--- config.mk ---
export PLATFORM = sky130hd
export DESIGN_NAME = ascii_to_ps2_tx
export DESIGN_NICKNAME = d
export VERILOG_FILES = /design/src/rtl/ascii_to_ps2_tx.sv
export SDC_FILE = /design/constraint.sdc
export NUM_CORES = 1
export LEC_CHECK = 0
export BUFFER_PORTS_ARGS = -buffer_cell sky130_fd_sc_hd__buf_2
export CAP_MARGIN = 20
export CORE_ASPECT_RATIO = 0.9
export CORE_MARGIN = 1.5
export CORE_UTILIZATION = 62
export DETAILED_ROUTE_END_ITERATION = 16
export GPL_ROUTABILITY_DRIVEN = 0
export PLACE_DENSITY_LB_ADDON = 0.05
export SETUP_SLACK_MARGIN = 0.5
export SYNTH_ARGS = -nofsm -noshare
export SYNTH_HDL_FRONTEND = slang
export SYNTH_SLANG_ARGS = --single-unit
--- constraint.sdc ---
create_clock -name clk -period 3.1 [get_ports clk]
set_clock_uncertainty 0.1 [all_clocks]
set_input_delay 0.155 -clock clk [delete_from_list [all_inputs] [get_ports clk]]
set_output_delay 0.155 -clock clk [all_outputs]
set_load 0.01 [all_outputs]
--- src/rtl/ascii_to_ps2_tx.sv ---
// ASCII command character -> PS/2 Set-2 make/break sequence, serialised as keyboard-side frames.
// Optional PS2_HOST_INHIBIT_EN adds ps2c_in so the host can defer frames or abort them mid-frame.
module ascii_to_ps2_tx #(
  parameter int unsigned QUARTER  = 2000,
  parameter int unsigned BYTE_GAP = 100000
) (
  input  logic       clk,
  input  logic       reset,
  input  logic [7:0] ascii_in,
  input  logic       send_strobe,
`ifdef PS2_HOST_INHIBIT_EN
  input  logic       ps2c_in,
`endif
  output logic       ready,
  output logic       done_tick,
  output logic       unmapped_tick,
  output logic       ps2c,
  output logic       ps2d
);

  localparam int unsigned TMAX = (QUARTER > BYTE_GAP) ? QUARTER : BYTE_GAP;
  localparam int unsigned TW   = $clog2(TMAX + 1);

  typedef enum logic [2:0] {S_IDLE, S_LOAD, S_FRAME, S_GAP, S_DONE} state_t;

  state_t          state_q, state_d;
  logic [7:0]      code_q, code_d;
  logic            ext_q, ext_d;
  logic [4:0][7:0] buf_q, buf_d;
  logic [2:0]      len_q, len_d;
  logic [2:0]      idx_q, idx_d;
  logic [TW-1:0]   tmr_q, tmr_d;
  logic [1:0]      qtr_q, qtr_d;
  logic [3:0]      bit_q, bit_d;
  logic            unmapped_q, unmapped_d;

  logic            lk_hit, lk_ext;
  logic [7:0]      lk_code;
  logic [7:0]      cur_byte;
  logic [3:0]      data_sel;
  logic            cell_bit;
  logic            host_clr, host_inh;

`ifdef PS2_HOST_INHIBIT_EN
  logic          sync1_q, sync2_q;
  logic [TW-1:0] hold_q, hold_d;

  // hold counts down BYTE_GAP cycles of released line before frames may start again
  always_comb begin
    hold_d = hold_q;
    if (!sync2_q)          hold_d = TW'(BYTE_GAP);
    else if (hold_q != '0) hold_d = hold_q - 1'b1;
  end

  always_ff @(posedge clk or posedge reset) begin
    if (reset) begin
      sync1_q <= 1'b1;
      sync2_q <= 1'b1;
      hold_q  <= '0;
    end else begin
      sync1_q <= ps2c_in;
      sync2_q <= sync1_q;
      hold_q  <= hold_d;
    end
  end

  assign host_clr = sync2_q && (hold_q == '0);
  assign host_inh = !sync2_q;
`else
  assign host_clr = 1'b1;
  assign host_inh = 1'b0;
`endif

  always_comb begin
    lk_hit  = 1'b1;
    lk_ext  = 1'b0;
    lk_code = '0;
    case (ascii_in)
      8'h21: lk_code = 8'h05;
      8'h22: lk_code = 8'h06;
      8'h41: lk_code = 8'h1C;
      8'h44: lk_code = 8'h23;
      8'h46: lk_code = 8'h2B;
      8'h48: lk_code = 8'h33;
      8'h4D: lk_code = 8'h3A;
      8'h52: lk_code = 8'h2D;
      8'h53: lk_code = 8'h1B;
      8'h54: lk_code = 8'h2C;
      8'h0D: lk_code = 8'h5A;
      8'h35: begin lk_code = 8'h72; lk_ext = 1'b1; end
      8'h34: begin lk_code = 8'h6B; lk_ext = 1'b1; end
      8'h36: begin lk_code = 8'h74; lk_ext = 1'b1; end
      8'h38: begin lk_code = 8'h75; lk_ext = 1'b1; end
      default: lk_hit = 1'b0;
    endcase
  end

  assign cur_byte = buf_q[idx_q];
  assign data_sel = bit_q - 4'd1;

  always_comb begin
    case (bit_q)
      4'd0:    cell_bit = 1'b0;
      4'd9:    cell_bit = ~^cur_byte;
      4'd10:   cell_bit = 1'b1;
      default: cell_bit = cur_byte[data_sel[2:0]];
    endcase
  end

  always_comb begin
    state_d    = state_q;
    code_d     = code_q;
    ext_d      = ext_q;
    buf_d      = buf_q;
    len_d      = len_q;
    idx_d      = idx_q;
    tmr_d      = tmr_q;
    qtr_d      = qtr_q;
    bit_d      = bit_q;
    unmapped_d = 1'b0;
    case (state_q)
      S_IDLE: begin
        if (send_strobe) begin
          if (lk_hit) begin
            code_d  = lk_code;
            ext_d   = lk_ext;
            state_d = S_LOAD;
          end else begin
            unmapped_d = 1'b1;
          end
        end
      end
      S_LOAD: begin
        if (ext_q) begin
          buf_d = {code_q, 8'hF0, 8'hE0, code_q, 8'hE0};
          len_d = 3'd5;
        end else begin
          buf_d = {8'h00, 8'h00, code_q, 8'hF0, code_q};
          len_d = 3'd3;
        end
        idx_d = '0;
        bit_d = '0;
        qtr_d = '0;
        if (host_clr) begin
          state_d = S_FRAME;
          tmr_d   = TW'(QUARTER - 1);
        end else begin
          state_d = S_GAP;
          tmr_d   = '0;
        end
      end
      S_FRAME: begin
        // abort restarts the same byte (idx unchanged) once the host releases the clock
        if (host_inh && qtr_q == 2'd1 && bit_q <= 4'd9) begin
          state_d = S_GAP;
          tmr_d   = '0;
          bit_d   = '0;
          qtr_d   = '0;
        end else if (tmr_q != '0) begin
          tmr_d = tmr_q - 1'b1;
        end else begin
          tmr_d = TW'(QUARTER - 1);
          qtr_d = qtr_q + 2'd1;
          if (qtr_q == 2'd3) begin
            if (bit_q == 4'd10) begin
              bit_d = '0;
              if (idx_q == len_q - 3'd1) begin
                state_d = S_DONE;
              end else begin
                state_d = S_GAP;
                idx_d   = idx_q + 3'd1;
                tmr_d   = TW'(BYTE_GAP - 1);
              end
            end else begin
              bit_d = bit_q + 4'd1;
            end
          end
        end
      end
      S_GAP: begin
        if (tmr_q != '0) begin
          tmr_d = tmr_q - 1'b1;
        end else if (host_clr) begin
          state_d = S_FRAME;
          tmr_d   = TW'(QUARTER - 1);
        end
      end
      S_DONE:  state_d = S_IDLE;
      default: state_d = S_IDLE;
    endcase
  end

  always_ff @(posedge clk or posedge reset) begin
    if (reset) begin
      state_q    <= S_IDLE;
      code_q     <= '0;
      ext_q      <= 1'b0;
      buf_q      <= '0;
      len_q      <= '0;
      idx_q      <= '0;
      tmr_q      <= '0;
      qtr_q      <= '0;
      bit_q      <= '0;
      unmapped_q <= 1'b0;
    end else begin
      state_q    <= state_d;
      code_q     <= code_d;
      ext_q      <= ext_d;
      buf_q      <= buf_d;
      len_q      <= len_d;
      idx_q      <= idx_d;
      tmr_q      <= tmr_d;
      qtr_q      <= qtr_d;
      bit_q      <= bit_d;
      unmapped_q <= unmapped_d;
    end
  end

  assign ready         = (state_q == S_IDLE);
  assign done_tick     = (state_q == S_DONE);
  assign unmapped_tick = unmapped_q;
  assign ps2c          = !((state_q == S_FRAME) && qtr_q[1]);
  assign ps2d          = (state_q == S_FRAME) ? cell_bit : 1'b1;

endmodule
**Yosys cells after proc, flatten, opt, wreduce, memory -nomap -nowiden**

Index checks and enable logic that the tools add are counted.
W data, S select, Z words.

- Register bits after elaboration: 82
- Input port bits: 11
- Output and inout port bits: 5
- Logic and storage cells: 106

- $add $sub $neg: 6
- Order comparisons: 2
- Equal/unequal tests: 30
- Mux-type cells: 39
- Reduce and logical (&&, ||, !) cells: 15

Operator list:

| cell | count |
|---|---|
| $pmux W7 S15 | 1 |
| $mux W17 | 5 |
| $eq A8 B7 Y1 const B | 8 |
| $pmux W17 S3 | 1 |
| $eq A8 B6 Y1 const B | 6 |
| $mux W40 | 1 |
| $mux W3 | 12 |
| $bmux W8 S3 | 1 |
| $reduce_bool A17 Y1 | 1 |
| $sub A17 B1 Y17 const B | 1 |
| $reduce_or A15 Y1 | 1 |
| $mux W4 | 3 |
| $ne A2 B2 Y1 const B | 6 |
| $pmux W3 S4 | 1 |
| $eq A4 B4 Y1 const B | 2 |
| $eq A8 B4 Y1 const B | 1 |
| $lt A3 B4 Y1 const B | 2 |
| $mux W8 | 1 |
| $pmux W4 S2 | 1 |
| $reduce_xnor A8 Y1 | 1 |
| $mux W1 | 7 |
| $eq A3 B2 Y1 const B | 2 |
| $pmux W3 S2 | 1 |
| $reduce_and A3 Y1 | 2 |
| other kinds (23) | 24 |

**Logic depth before layout (Yosys ltp)**

- Word-level depth: 7
- Gate-level depth with buffers: 9

**Worst setup path before layout**

No wires, ideal clock.

- Kind: register to output
- From: register idx_q[1]
- To: output port ps2d
- Data arrival time: 2053 ps
- Slack: 792 ps
- Cell stages (with the launch flop): 8
- Path buffers: 1
- Cells stage by stage: dfrtp_1 clkbuf_1 mux2_2 a221o_1 xnor2_1 xnor2_1 xnor3_1 o21ai_0

- Longest elaborated chain between the ends: 6
- Elaborated cells between the ends (all ways): 7
- Those cells by class: 6 x mux; 1 x reduce/logical

Ends and longest elaborated chain:

| item | line | source |
|---|---|---|
| start: declaration | 31 | `logic [2:0] idx_q, idx_d;` |
| start signal: assignment | 211 | `idx_q <= idx_d;` |
| $bmux W8 S3 (*) | 98 | `assign cur_byte = buf_q[idx_q];` |
| $mux W8 (not written as such) (*) | 98 |  |
| $bmux W1 S3 | 106 | `default: cell_bit = cur_byte[data_sel[2:0]];` |
| $mux W1 (not written as such) | 106 |  |
| $pmux W1 S3 (*) | 102 | `case (bit_q)` |
| $mux W1 (*) | 223 | `assign ps2d = (state_q == S_FRAME) ? cell_bit : 1'b1;` |
| end: declaration | 18 | `output logic ps2d` |

Every way passes the cells marked *; elsewhere a longest branch is shown, timed or not. The select of a mux whose other input is x is not followed.

**Worst setup path in the final report**

- From: register tmr_q[0]
- To: register bit_q[2]

- Longest elaborated chain between the ends: 3

Ends and longest elaborated chain:

| item | line | source |
|---|---|---|
| start: declaration | 32 | `logic [TW-1:0] tmr_q, tmr_d;` |
| start signal: assignment | 212 | `tmr_q <= tmr_d;` |
| $reduce_bool A17 Y1 | 159 | `end else if (tmr_q != '0) begin` |
| $ne A2 B2 Y1 (no source line) | n/a |  |
| $reduce_and A3 Y1 (no source line) | n/a |  |
| end signal: assignment | 214 | `bit_q <= bit_d;` |
| end: declaration | 34 | `logic [3:0] bit_q, bit_d;` |

Every way passes these cells.
A chain may end at the register's enable or synchronous reset.

==> metrics <==
outcome=finished clean; Clock Pin Slew Worst Setup and Hold Paths=70 ps; #FFs+latches synth=58; Worst Path Max Fanout=7; Mapped Cells=429; initial antenna violation count=0; Core ar.=0.00573 mm²; Post-synth ARST share=100%; Max-slew headroom=47.1%; Crit. End Element=flop; Vias=3,193; ANT cells=0; wirelength, routed=7950 µm; WS Path Type=reg2reg; Required @ worst endpoint=3270 ps; Worst Setup Start Kind=flop; Mapped Area=0.00371 mm²; Via density=6.14; post-route clock period utilization=81.0%; layout cells sized above 1=16.2%; vias in the first global route=2,821; # fillers=452; Yosys warning total=0; Main synth FF type=dfrtp_1; Worst Hold Class=in2reg; Initial Util=64.9%; total grt overflow=0; Clk Latency, worst-skew pair=340 ps; sequential-to-total area share from yosys stat=39.1%; Max-Cap Viols=0; H-Tree Depth=3; worst setup margin=589 ps; residual DRC count=0; top cells by count, synth=nand2_1, dfrtp_1, nor2_1; final setup TNS=0 ps; die width=84.6 µm; Final Max Slew Viols=0; area grow syn2layout=10.1%; leakage power=0.00179 µW; CP arrival=2680 ps; DP HPWL=5560 µm; PwrDens=367 mW/mm²; CTS tree=built; pin count of the biggest net entering global routing=26; Worst VDD drop=268 µV; 1st-pass router iterations=5; Worst Tran Pin Value=793 ps; port bufs=15; Fmax achieved=0.398 GHz; number of synthesized flops with an enable pin=0; Die Y=76.4 µm; pre-CTS setup slack=608 ps; minimum clock period=2510 ps; Clock Sinks=58; Yosys top cell area share=39.1%; final setup violation count=0; Root Buffer=clkbuf_8; Clock Path Buffers=2; Rows=26; synth unique cells=69; Num CTS Buffers=9; RSZ-0062 raised after global routing=true; ranking of synthesized cells by area=dfrtp_1, nand2_1, nor2_1; gr usage total=25.7%; cell taking the most area after synthesis=dfrtp_1; total power=1500 µW; first-pass GRT wire length=13,300 µm; Fin. Hold Viols=0; Final nets=465; IO Pins=16; starting DRC count in detailed routing=216; Detail Route Antenna Nets=0; Net Count, Synth=448; average size of a mapped cell=8.66 µm²; most frequent cell after synthesis=nand2_1; die area=0.00646 mm²; WL per Instance=15.3 µm
[path summary, 6_finish.rpt]
| kind | start | slack (ps) | end | cells after the start |
|---|---|---|---|---|
| worst max-delay path | tmr_q[0] | 590 | bit_q[2] | 8 |
| worst min-delay path | send_strobe | 30 | unmapped_tick | 3 |
| worst max register to register | tmr_q[0] | 590 | bit_q[2] | 8 |
| worst min register to register | buf_q[38] | 370 | buf_q[38] | 2 |
| max in group asynchronous | reset | 1970 | code_q[1] | 4 |
| min in group asynchronous | reset | 280 | tmr_q[8] | 3 |
[layout by cell type (no fill, tap or decap), drive strengths merged, types with 8 or more instances in the layout]
master  Yosys  routed
nand2      65      65
dfrtp      58      58
nor2       42      42
o21ai      34      34
buf         5      28
a21oi      19      19
nor3       17      17
nand3      15      15
inv        14      14
clkbuf     17      12
nand2b     11      11
xnor2       9       9
ha          8       8
[critical path, cell delays in order, from the launching register on]
cell	delay [ps]
dfrtp_1	430
inv_1	90
ha_1	200
or4b_4	520
nor3b_4	300
a31oi_2	180
o21bai_4	250
or2_1	250
o21ai_1	120
[registers in the layout, summed over array words and instances, names as in the netlist]
register / count
ext_q: 1
idx_q: 3
code_q: 7
state_q: 3
len_q: 2
unmapped_tick: 1
buf_q: 18
tmr_q: 17
qtr_q: 2
bit_q: 4
[through the flow]
stage	util, %	std cells	area, µm²	hold slack [ps]
after floorplan	-	429	3710	248
after global placement	66.1	495	3790	97.4
after detailed placement	66.1	495	3790	98.4
after CTS	70.5	516	4030	21.8
after global routing	71.4	520	4090	31.7
final	71.4	520	4090	27.9
[what timing repair did]
item	CTS	global route
hold buffers	1	0
buffers inserted	5	4
pin swaps	0	2
setup endpoints to repair	1	17
gates resized for setup	5	7
hold endpoints to repair	21	0
[layout make-up]
cell class	instances	area (µm²)	share of cell area [%]
multi-input cells	334	2120	51.9
flip-flops and latches	58	1460	35.6
repair buffers	29	183	4.47
clock buffers	12	145	3.55
well taps	70	87.6	2.14
inverters	14	52.6	1.29
clock inverters	3	40.0	0.979
[where the power goes]
group	switching [µW]	total, µW	internal (µW)	leakage, µW
registers	0	757	757	0.000695
logic	47.7	68.1	20.3	0.000998
clock network	288	675	386	0.0000962
total	336	1500	1160	0.00179
[kinds of logic after synthesis]
family	count (synthesis)	synth area share, %
flip-flops	58	39.1
buffers and inverters	37	4.65
XOR/XNOR	16	4.55
AO/OA/AOI/OAI	108	20.0
AND/OR/NAND/NOR	191	25.8
multiplexers	11	3.17
adder cells (fa/ha/maj)	8	2.70
[routing by layer]
metal	vias to the layer above	global-route usage (%)	routed length [µm]	part of all wire, %
li1	1576	-	-	-
met1	1533	37.2	3850	48
met2	78	38.5	3690	46
met3	6	5.20	329	4.1
met4	0	8.71	85	1.1
met5	-	0	0	0
Note: power is estimated with default switching activity, not from simulation.
